### src/rtl/alu_arbiter_pkg.sv
// Shared ALU control codes, FSM encodings and default widths for the ALU arbiter.
package alu_arbiter_pkg;

  localparam int unsigned ALU_DATA_W = 32;
  localparam int unsigned ALU_OP_W   = 4;

  typedef enum logic [3:0] {
    ALU_AND = 4'b0000,
    ALU_OR  = 4'b0001,
    ALU_ADD = 4'b0010,
    ALU_SUB = 4'b0110,
    ALU_SLT = 4'b0111,
    ALU_SLL = 4'b1000,
    ALU_SRL = 4'b1001,
    ALU_NOR = 4'b1100
  } alu_op_e;

  typedef enum logic [1:0] {
    ST_IDLE = 2'd0,
    ST_EXEC = 2'd1,
    ST_RESP = 2'd2
  } arb_state_e;

endpackage

### src/rtl/alu_arbiter_arb_rr2.sv
// arb_rr2: two-way grant. Round-robin on a last-grant pointer by default;
// with ALU_ARB_FIXED_PRIO_EN defined, requester 0 always wins and the pointer is removed.
module arb_rr2 (
`ifndef ALU_ARB_FIXED_PRIO_EN
  input  logic       clk,
  input  logic       rst,
  input  logic       update,
`endif
  input  logic [1:0] req,
  output logic [1:0] grant_c
);

`ifndef ALU_ARB_FIXED_PRIO_EN
  logic last_q;

  // Pointer remembers the last winner; reset value makes requester 0 favoured.
  always_ff @(posedge clk or posedge rst) begin
    if (rst) begin
      last_q <= 1'b1;
    end else if (update) begin
      last_q <= grant_c[1];
    end
  end

  // Lone requester wins; on contention the one not granted last wins.
  always_comb begin
    grant_c = 2'b00;
    case (req)
      2'b01:   grant_c = 2'b01;
      2'b10:   grant_c = 2'b10;
      2'b11:   grant_c = last_q ? 2'b01 : 2'b10;
      default: grant_c = 2'b00;
    endcase
  end
`else
  // Requester 0 has absolute priority.
  always_comb begin
    grant_c = 2'b00;
    if (req[0]) begin
      grant_c = 2'b01;
    end else if (req[1]) begin
      grant_c = 2'b10;
    end
  end
`endif

endmodule

### src/rtl/alu_arbiter.sv
// alu_arbiter: shares one combinational ALU between two requesters, one op in flight.
// Optional build macro ALU_ARB_FIXED_PRIO_EN selects fixed priority (requester 0) arbitration.
module alu_arbiter
  import alu_arbiter_pkg::*;
#(
  parameter int unsigned DATA_W = ALU_DATA_W,
  parameter int unsigned OP_W   = ALU_OP_W
) (
  input  logic              clk,
  input  logic              rst,
  input  logic              req0_valid,
  output logic              req0_ready,
  input  logic [OP_W-1:0]   req0_op,
  input  logic [DATA_W-1:0] req0_a,
  input  logic [DATA_W-1:0] req0_b,
  input  logic              req1_valid,
  output logic              req1_ready,
  input  logic [OP_W-1:0]   req1_op,
  input  logic [DATA_W-1:0] req1_a,
  input  logic [DATA_W-1:0] req1_b,
  output logic              rsp0_valid,
  input  logic              rsp0_ready,
  output logic [DATA_W-1:0] rsp0_data,
  output logic              rsp1_valid,
  input  logic              rsp1_ready,
  output logic [DATA_W-1:0] rsp1_data,
  output logic [OP_W-1:0]   alu_ctrl,
  output logic [DATA_W-1:0] alu_a,
  output logic [DATA_W-1:0] alu_b,
  input  logic [DATA_W-1:0] alu_result,
  output logic              busy
);

  arb_state_e        state_q, state_d;
  logic [1:0]        grant_c;
  logic              grant_en;
  logic              win_q;
  logic              rsp_take_c;
  logic [OP_W-1:0]   op_q;
  logic [DATA_W-1:0] a_q, b_q;

  arb_rr2 u_arb (
`ifndef ALU_ARB_FIXED_PRIO_EN
    .clk     (clk),
    .rst     (rst),
    .update  (grant_en),
`endif
    .req     ({req1_valid, req0_valid}),
    .grant_c (grant_c)
  );

  // Only the latched winner's ready can complete the response.
  assign rsp_take_c = win_q ? rsp1_ready : rsp0_ready;

  // ALU inputs come straight from the operand latches so they hold when idle.
  assign alu_ctrl = op_q;
  assign alu_a    = a_q;
  assign alu_b    = b_q;

  // State register.
  always_ff @(posedge clk or posedge rst) begin
    if (rst) begin
      state_q <= ST_IDLE;
    end else begin
      state_q <= state_d;
    end
  end

  // Next state and the same-cycle accept handshake.
  always_comb begin
    state_d    = state_q;
    grant_en   = 1'b0;
    req0_ready = 1'b0;
    req1_ready = 1'b0;
    case (state_q)
      ST_IDLE: begin
        if (|grant_c) begin
          grant_en   = 1'b1;
          req0_ready = grant_c[0];
          req1_ready = grant_c[1];
          state_d    = ST_EXEC;
        end
      end
      ST_EXEC: state_d = ST_RESP;
      ST_RESP: begin
        if (rsp_take_c) begin
          state_d = ST_IDLE;
        end
      end
      default: state_d = ST_IDLE;
    endcase
  end

  // Latch the winning operation on grant.
  always_ff @(posedge clk or posedge rst) begin
    if (rst) begin
      win_q <= 1'b0;
      op_q  <= '0;
      a_q   <= '0;
      b_q   <= '0;
    end else if (grant_en) begin
      win_q <= grant_c[1];
      op_q  <= grant_c[1] ? req1_op : req0_op;
      a_q   <= grant_c[1] ? req1_a  : req0_a;
      b_q   <= grant_c[1] ? req1_b  : req0_b;
    end
  end

  // Capture the ALU result at the end of EXEC and hold it until the winner takes it.
  always_ff @(posedge clk or posedge rst) begin
    if (rst) begin
      rsp0_valid <= 1'b0;
      rsp1_valid <= 1'b0;
      rsp0_data  <= '0;
      rsp1_data  <= '0;
      busy       <= 1'b0;
    end else begin
      busy <= (state_d != ST_IDLE);
      if (state_q == ST_EXEC) begin
        rsp0_valid <= ~win_q;
        rsp1_valid <= win_q;
        rsp0_data  <= win_q ? '0 : alu_result;
        rsp1_data  <= win_q ? alu_result : '0;
      end else if ((state_q == ST_RESP) && rsp_take_c) begin
        rsp0_valid <= 1'b0;
        rsp1_valid <= 1'b0;
      end
    end
  end

endmodule

### config.mk
export PLATFORM = sky130hd
export DESIGN_NAME = alu_arbiter
export DESIGN_NICKNAME = d
export VERILOG_FILES = /design/src/rtl/alu_arbiter_pkg.sv /design/src/rtl/alu_arbiter_arb_rr2.sv /design/src/rtl/alu_arbiter.sv
export SDC_FILE = /design/constraint.sdc
export NUM_CORES = 1
export LEC_CHECK = 0
export CAP_MARGIN = 40
export CORE_MARGIN = 3
export CORE_UTILIZATION = 45
export DETAILED_ROUTE_END_ITERATION = 16
export DONT_BUFFER_PORTS = 1
export PLACE_DENSITY = 0.65
export SLEW_MARGIN = 0
export SYNTH_ARGS = -nofsm -noshare
export SYNTH_HDL_FRONTEND = slang
export SYNTH_SLANG_ARGS = --single-unit
### constraint.sdc
create_clock -name clk -period 6.3 [get_ports clk]
set_input_delay 1.26 -clock clk [delete_from_list [all_inputs] [get_ports clk]]
set_output_delay 1.26 -clock clk [all_outputs]
set_load 0.01 [all_outputs]
Word-level counts from Yosys, hierarchy flattened
Cells that the tools add are included.
{ "word_totals": {"latchBits": 0, "ramBits": 0, "n_memories": 0, "elab_cells": 42, "out_inout_bits": 137, "register_bits": 139, "romBits": 0, "in_bits": 174} }
{ "classes": {"eq_ne": 5, "n_lt_le_gt_ge": 0, "multipliers": 0, "n_addsub": 0, "div": 0, "n_shift": 0, "mux": 20, "n_bitwise": 1, "n_reduce_logical": 5} }
{ "op_table": {"columns": ["op", "n"], "rows": [
  ["32-bit two-way mux", 4],
  ["2-bit one-hot mux with 3 select lines", 2],
  ["1-bit two-way mux", 10],
  ["2-bit == test, second input constant", 3],
  ["2-bit two-way mux", 3],
  ["2-bit by 1-bit == test with 1-bit output, second input constant", 2],
  ["4-bit two-way mux", 1],
  ["2-bit nonzero test", 2],
  ["2-bit logical NOT", 1],
  ["2-bit OR reduction", 1],
  ["1-bit logical AND", 1],
  ["1-bit NOT", 1]
]} }

Logic depth before layout (Yosys ltp)
Gate-level depths: netlist of run 1.
{ "depth": {"ltp_word": 6, "mapped_depth": 6, "ltp_nobuf": 3} }

Modules after synthesis
Synthesis of run 1 repeated with hierarchy kept, for this count alone.
{ "unflattened": {"cells_unflattened": 530, "hier_area_um2": 6278.5} }
{ "by_module_without_submodules": {"columns": ["mod", "seq_area_each_um2", "n_inst", "cells_each", "area_each_um2"], "rows": [
  ["alu_arbiter", 3453.3, 1, 524, 6211.0],
  ["arb_rr2", 26.3, 1, 6, 67.6]
]} }

Worst setup path before layout of run 1
Ideal clock, no wire load.
{ "synth_timing": {"path_type": "input to output", "from": "in req0_valid", "to": "out req1_ready", "stages": 4, "path_buffers": 2, "arrival_ps": 1888, "required_ps": 5040, "setup_slack_ps": 3152, "cell_sequence": "nand2_1 and3_1 buf_2 clkbuf_1"} }
{ "synth_between": {"elab_chain_len": 5, "word_cells_on_any_way": 7, "classes_between": "eq/ne: 3; mux: 3; reduce/logical: 1"} }
{ "synth_lines": {"columns": ["element", "line", "rtl"], "rows": [
  ["start, declared", "alu_arbiter.sv:11", "input logic req0_valid,"],
  ["2-bit == test or 2-bit by 1-bit == test with 1-bit output (tied branches)", "alu_arbiter_arb_rr2.sv:28", "case (req)"],
  ["2-bit one-hot mux with 3 select lines (*)", "alu_arbiter_arb_rr2.sv:28", null],
  ["2-bit OR reduction", "alu_arbiter.sv:77", "if (|grant_c) begin"],
  ["1-bit two-way mux (*)", "alu_arbiter.sv:77", null],
  ["1-bit two-way mux (*)", "alu_arbiter.sv:75", "case (state_q)"],
  ["end, declared", "alu_arbiter.sv:17", "output logic req1_ready,"]
]} }
Mark *: on every way between the ends. The rest lies on a longest branch, timed or not.

Worst setup path in the final report of run 1
Same ends and word-level chain as after synthesis.

==> results.json, run 1 <==
{
  "dp_cells": 676,
  "timing.final.ws_setup_ps": 2975,
  "die-area_um2": 14460,
  "ir_drop_v": 0.0002225,
  "wl_per_cell_um": 22.36,
  "synth_seq_cells": 139,
  "antenna_found_initial": 0,
  "setup.worst_path.class": "primary input to output port",
  "vias": 4261,
  "rsz0062_at_grt": "no",
  "reg2regPathDepth": 4,
  "cp-end-kind": "output port",
  "clk_path_buf_depth": 2,
  "hold_viol_final": 0,
  "drt_iter0_drc": 424,
  "drt_wl_total_mm": 15.83,
  "ys_warn_count": 0,
  "drcViolationCount": 0,
  "coreArea_um2": 12670,
  "timing.rr.end": "alu_a[10]",
  "slew_violations": 0,
  "cts.sinks": 139,
  "viasPerCell": 6.018,
  "p_total_mw": 3.977,
  "die_w_um": 120.3,
  "ant_nets": 0,
  "place_ws_ps": 3001,
  "htreeDepth": 4,
  "startpoint_type": "primary input",
  "slew-limit-headroom_pct": 48.03,
  "skew_ps": 8.228,
  "grt_pass1_vias": 4221,
  "cpPeakStageDelay_ps": 600,
  "drive_gt1_share_pct": 8.582,
  "final_net_count": 697,
  "setup_viol": 0,
  "cp_cell_sequence": "nand2_1 > and3_2 > buf_4",
  "cp.arrival_ps": 2070,
  "start_util_pct": 46.36,
  "cts_tree": "built",
  "io_pins": 311,
  "netlist_area_um2": 5874,
  "root_buffer": "clkbuf_16",
  "whs_endpoint": "u_arb.last_q",
  "maxCapViolations": 0,
  "required_ps": 5040,
  "final_cells": 708,
  "seq_area_frac_synth_pct": 59.23,
  "numCtsBuffers": 17,
  "cellPowerDensity_nw_per_um2": 603.6,
  "post-route-min-period_ps": 3325,
  "path_max_fanout": 71,
  "r2r_setup_slack_ps": 4270,
  "setup_tns_ps": 0,
  "r2r-start": "state_q[0]",
  "globalplace.congestion": 0.7655,
  "fmax_mhz": 300.7,
  "syn_avg_cell_area_um2": 10.74,
  "grt_max_degree": 96,
  "groute.usage.overall_pct": 21.59,
  "clk_pin_slew_worst_paths_ps": 50,
  "port_buffers": 0,
  "hold_path.startpoint": "u_arb.last_q",
  "outcome": "completed",
  "syn_nets": 721,
  "grt_first_pass_wirelength_mm": 24.15,
  "min_path_type": "flop to flop",
  "p_leak_nw": 2.918,
  "overflow": 0,
  "drt_first_pass_iters": 4,
  "fin_crit_sh_pct": 52.78,
  "holdBufCountCts": 0,
  "ctsResizeCount": 0,
  "postSynthCellCount": 547,
  "dpl.hpwl_mm": 11.08,
  "tightestPinTransition_ps": 779.6,
  "clk_latency_ps": 410,
  "final_util_pct": 52.00,
  "num_rows": 41,
  "die_height_um": 120.3,
  "synth_cell_types": 24,
  "diodes": 0,
  "fillers": 1120,
  "hold_path_depth": 1,
  "cts_setup_buffers": 0,
  "area_delta_synth_final_pct": 12.16,
  "critPathSlowestCell": "buf_4"
}
==> Yosys cell counts <==
cell type    n  share of area, %
buf_2        5              0.43
mux2i_1      1              0.17
clkinv_1     1             0.064
nand3_1      1             0.085
buf_6        5              0.96
a21oi_1      4              0.34
buf_4        1              0.13
nand2_1    131               8.4
a221o_1     68                12
clkbuf_1    36               2.3
and2b_1      1              0.13
nor2_1       2              0.13
dfrtp_1    138                59
o21a_1      68               8.7
or2_1        1              0.11
buf_1        5              0.32
o21ai_0     65               5.5
inv_1        3              0.19
and3_1       2              0.21
dfstp_2      1              0.45
nand2b_1     2              0.21
a311oi_1     2              0.30
nand3b_1     2              0.26
a21o_1       2              0.26
==> stage by stage <==
| step | hold WS, ps | instance area, um2 |
|---|---|---|
| after detailed placement | 516.4 | 5984 |
| after global routing | 539.3 | 6589 |
| after CTS | 524.6 | 6589 |
| after floorplan | 498.0 | 5874 |
| final | 522.3 | 6589 |
| after global placement | 507.8 | 5914 |
==> report_power, final <==
group | leakage [nW] | internal [mW] | switching (mW) | total, mW
Combinational | 0.875 | 0.500 | 0.629 | 1.13
Sequential | 1.76 | 1.31 | 0.532 | 1.84
Clock | 0.285 | 0.641 | 0.366 | 1.01
==> how the worst max path moves through the flow <==
stage	startpoint	end	slack [ps]	depth (start not counted)
detailed placement	req0_valid	req1_ready	3000	3
global route	req0_valid	req1_ready	2910	3
CTS	req0_valid	req1_ready	2990	3
finish	req0_valid	req1_ready	2970	3
floorplan	rst	alu_a[0]	1320	1
global placement	req1_valid	req0_ready	3020	3
==> cells in the final DEF, fill, tap and decap left out, types with 2 or more instances in the layout <==
cell type / instances
o21a_1: 68
clkbuf_1: 2
a221o_1: 68
clkinv_2: 3
bufinv_16: 3
a21oi_1: 4
nand3b_1: 2
and3_2: 2
clkinvlp_4: 4
dfrtp_1: 138
a311oi_1: 2
o21ai_0: 65
clkbuf_16: 17
a21o_1: 2
inv_1: 2
clkbuf_8: 2
nand2_1: 131
buf_4: 6
buf_16: 2
==> cell type report <==
class / instances / area, um2 / area share, %
clock inverters: 11 / 143.9 / 2.184
flip-flops and latches: 139 / 3480 / 52.81
repair buffers: 9 / 115.1 / 1.747
multi-input cells: 352 / 2155 / 32.70
inverters: 4 / 20.02 / 0.3038
well taps: 172 / 215.2 / 3.266
clock buffers: 21 / 460.4 / 6.988
==> registers in the layout, summed over array words and instances, names as in the netlist <==
signal	flops
rsp1_data	32
alu_ctrl	4
rsp1_valid	1
win_q	1
alu_a	32
state_q	2
rsp0_data	32
alu_b	32
u_arb.last_q	1
busy	1
rsp0_valid	1
==> logic make-up after synthesis <==
| group | count (synthesis) | share of synthesized area (%) |
|---|---|---|
| flip-flops | 139 | 59.23 |
| buffers and inverters | 56 | 4.388 |
| AND/OR/NAND/NOR | 142 | 9.499 |
| multiplexers | 1 | 0.1704 |
| AO/OA/AOI/OAI | 209 | 26.71 |
==> routing by layer <==
layer	wire length, um	track usage (%)	share of wire [%]
met5	0	0	0
met4	293	9.419	1.9
met3	1336	6.922	8.4
met2	7992	34.04	50
met1	6213	27.49	39
==> critical path: cells and delay by family <==
kind	cells	cell delay [ps]
AND/OR/NAND/NOR	2	190
buffers and inverters	1	600
(Power assumes the default switching activity.)
==> inputs of run 2 (changes only) <==
--- a/config.mk
+++ b/config.mk
@@ -10,7 +10,7 @@
 export CORE_UTILIZATION = 45
 export DETAILED_ROUTE_END_ITERATION = 16
 export DONT_BUFFER_PORTS = 1
-export PLACE_DENSITY = 0.65
+export PLACE_DENSITY = 0.67
 export SLEW_MARGIN = 0
 export SYNTH_ARGS = -nofsm -noshare
 export SYNTH_HDL_FRONTEND = slang
==> constraint.sdc (replaced) <==
create_clock -name clk -period 2.8 [get_ports clk]
set_input_delay 0.56 -clock clk [delete_from_list [all_inputs] [get_ports clk]]
set_output_delay 0.56 -clock clk [all_outputs]
set_load 0.01 [all_outputs]
==> results.json, run 2 (synthesis results as in run 1) <==
{
  "outcome": "completed",
  "grt_first_pass_wirelength_mm": 24.13,
  "globalplace.congestion": 0.7748,
  "layout_commonest_cell": "dfrtp_1",
  "startpoint_type": "flop",
  "pwr-share-comb_pct": 28.1,
  "final_cell_mix": "138 x dfrtp_1, 131 x nand2_1, 68 x o21a_1, 68 x a221o_1, 65 x o21ai_0",
  "cts_tree": "built",
  "wl_per_cell_um": 22.20,
  "fillers": 1098,
  "ir_drop_v": 0.0006011,
  "fmax_mhz": 467.3,
  "maxCapViolations": 0,
  "rsz0062_at_grt": "no",
  "antenna_found_initial": 0,
  "post-route-min-period_ps": 2140,
  "grt_max_degree": 94,
  "hold_viol_final": 0,
  "cp.arrival_ps": 1580,
  "holdWs_ps": 136.5,
  "final_cells": 711,
  "setup_tns_ps": 0,
  "clk_latency_ps": 410,
  "cts.sinks": 139,
  "cp-end-kind": "output port",
  "coreArea_um2": 12670,
  "groute.usage.overall_pct": 21.39,
  "viasPerCell": 6.080,
  "cts_setup_buffers": 0,
  "fin_crit_sh_pct": 76.43,
  "ant_nets": 0,
  "power.switching_mw": 3.417,
  "place_ws_ps": 989.5,
  "holdBufCountCts": 0,
  "path_max_fanout": 18,
  "timing.final.ws_setup_ps": 660.1,
  "drt_iter0_drc": 385,
  "sw_frac_of_total_pct": 37.57,
  "vias": 4323,
  "p_int_mw": 5.676,
  "start_util_pct": 46.36,
  "die_w_um": 120.3,
  "num_rows": 41,
  "io_pins": 311,
  "clk_pin_slew_worst_paths_ps": 60,
  "port_buffers": 0,
  "die_height_um": 120.3,
  "ff_latch_area_um2": 3480,
  "power.share.clock_pct": 26.5,
  "multi_input_area_um2": 2155,
  "setup_viol": 0,
  "dpl.hpwl_mm": 11.09,
  "numCtsBuffers": 17,
  "min_path_type": "primary input to asynchronous set/reset pin",
  "required_ps": 2240,
  "p_total_mw": 9.093,
  "htreeDepth": 4,
  "drcViolationCount": 0,
  "area_delta_synth_final_pct": 13.42,
  "drt_first_pass_iters": 5,
  "overflow": 0,
  "tightestPinTransition_ps": 779.0,
  "p_leak_nw": 2.958,
  "final_net_count": 700,
  "drt_wl_total_mm": 15.78,
  "dp_cells": 679,
  "clk_path_buf_depth": 2,
  "setup.worst_path.class": "flop to output port",
  "ctsResizeCount": 0,
  "die-area_um2": 14460,
  "cellPowerDensity_nw_per_um2": 1365,
  "skew_ps": 6.585,
  "slew_violations": 0,
  "drive_gt1_share_pct": 9.091,
  "diodes": 0,
  "root_buffer": "clkbuf_16",
  "grt_pass1_vias": 4227,
  "pwr-share-seq_pct": 45.3,
  "slew-limit-headroom_pct": 48.07
}
run 2: changes by cell type in the layout (fill, tap and decap cells not counted):
cell,change
clkinv_4,+1
buf_4,+2
buf_8,-1
bufinv_16,+1
clkinvlp_4,-2
clkbuf_8,+2
buf_16,-1
buf_12,+3
clkinv_2,-2
run 2: power by group through the flow:
stage | registers (mW) | clock network, mW | logic [mW]
floorplan | 3.85 | 0 | 2.17
global placement | 4.14 | 0 | 2.39
detailed placement | 4.15 | 0 | 2.58
CTS | 4.14 | 2.47 | 2.58
global route | 4.21 | 2.55 | 2.91
finish | 4.12 | 2.41 | 2.56
run 2: path summary, 6_finish.rpt:
| kind | start | end | slack, ps | cells after the start |
|---|---|---|---|---|
| setup reg to reg | state_q[0] | alu_b[18] | 940 | 4 |
| setup / recovery | state_q[0] | req0_ready | 660 | 2 |
| hold reg to reg | u_arb.last_q | u_arb.last_q | 520 | 1 |
| hold / removal | rst | alu_b[5] | 140 | 2 |
| max in group asynchronous | rst | u_arb.last_q | 2260 | 2 |
| min in group clk | rsp0_ready | rsp0_valid | 250 | 1 |
run 2: cell type report:
| class | count | share of cell area (%) |
|---|---|---|
| Inverter | 4 | 0.2817 |
| Clock inverter | 9 | 2.385 |
| Sequential cell | 139 | 52.23 |
| Timing Repair Buffer | 12 | 2.216 |
| Clock buffer | 23 | 7.324 |
| Multi-Input combinational cell | 352 | 32.34 |
| Tap cell | 172 | 3.230 |
run 2: critical path, stage by stage, from the launching register on:
cell and delay [ps]:
dfrtp_1 470, nor2_1 180, and3_2 510
run 2: routing by layer:
| layer | track usage (%) | share of wire (%) | vias to the layer above |
|---|---|---|---|
| met3 | 7.063 | 9.0 | 20 |
| met1 | 27.03 | 39 | 2137 |
| met5 | 0 | 0 | - |
| met4 | 8.924 | 1.7 | 0 |
| met2 | 34.04 | 50 | 231 |
| li1 | - | - | 1935 |
run 2: per-stage QoR:
step	cell area (um2)	utilization [%]
2_1_floorplan	5878	-
3_3_place_gp	5988	47.26
3_5_place_dp	6016	47.48
4_1_cts	6663	52.58
5_1_grt	6663	52.58
6_report	6663	52.58
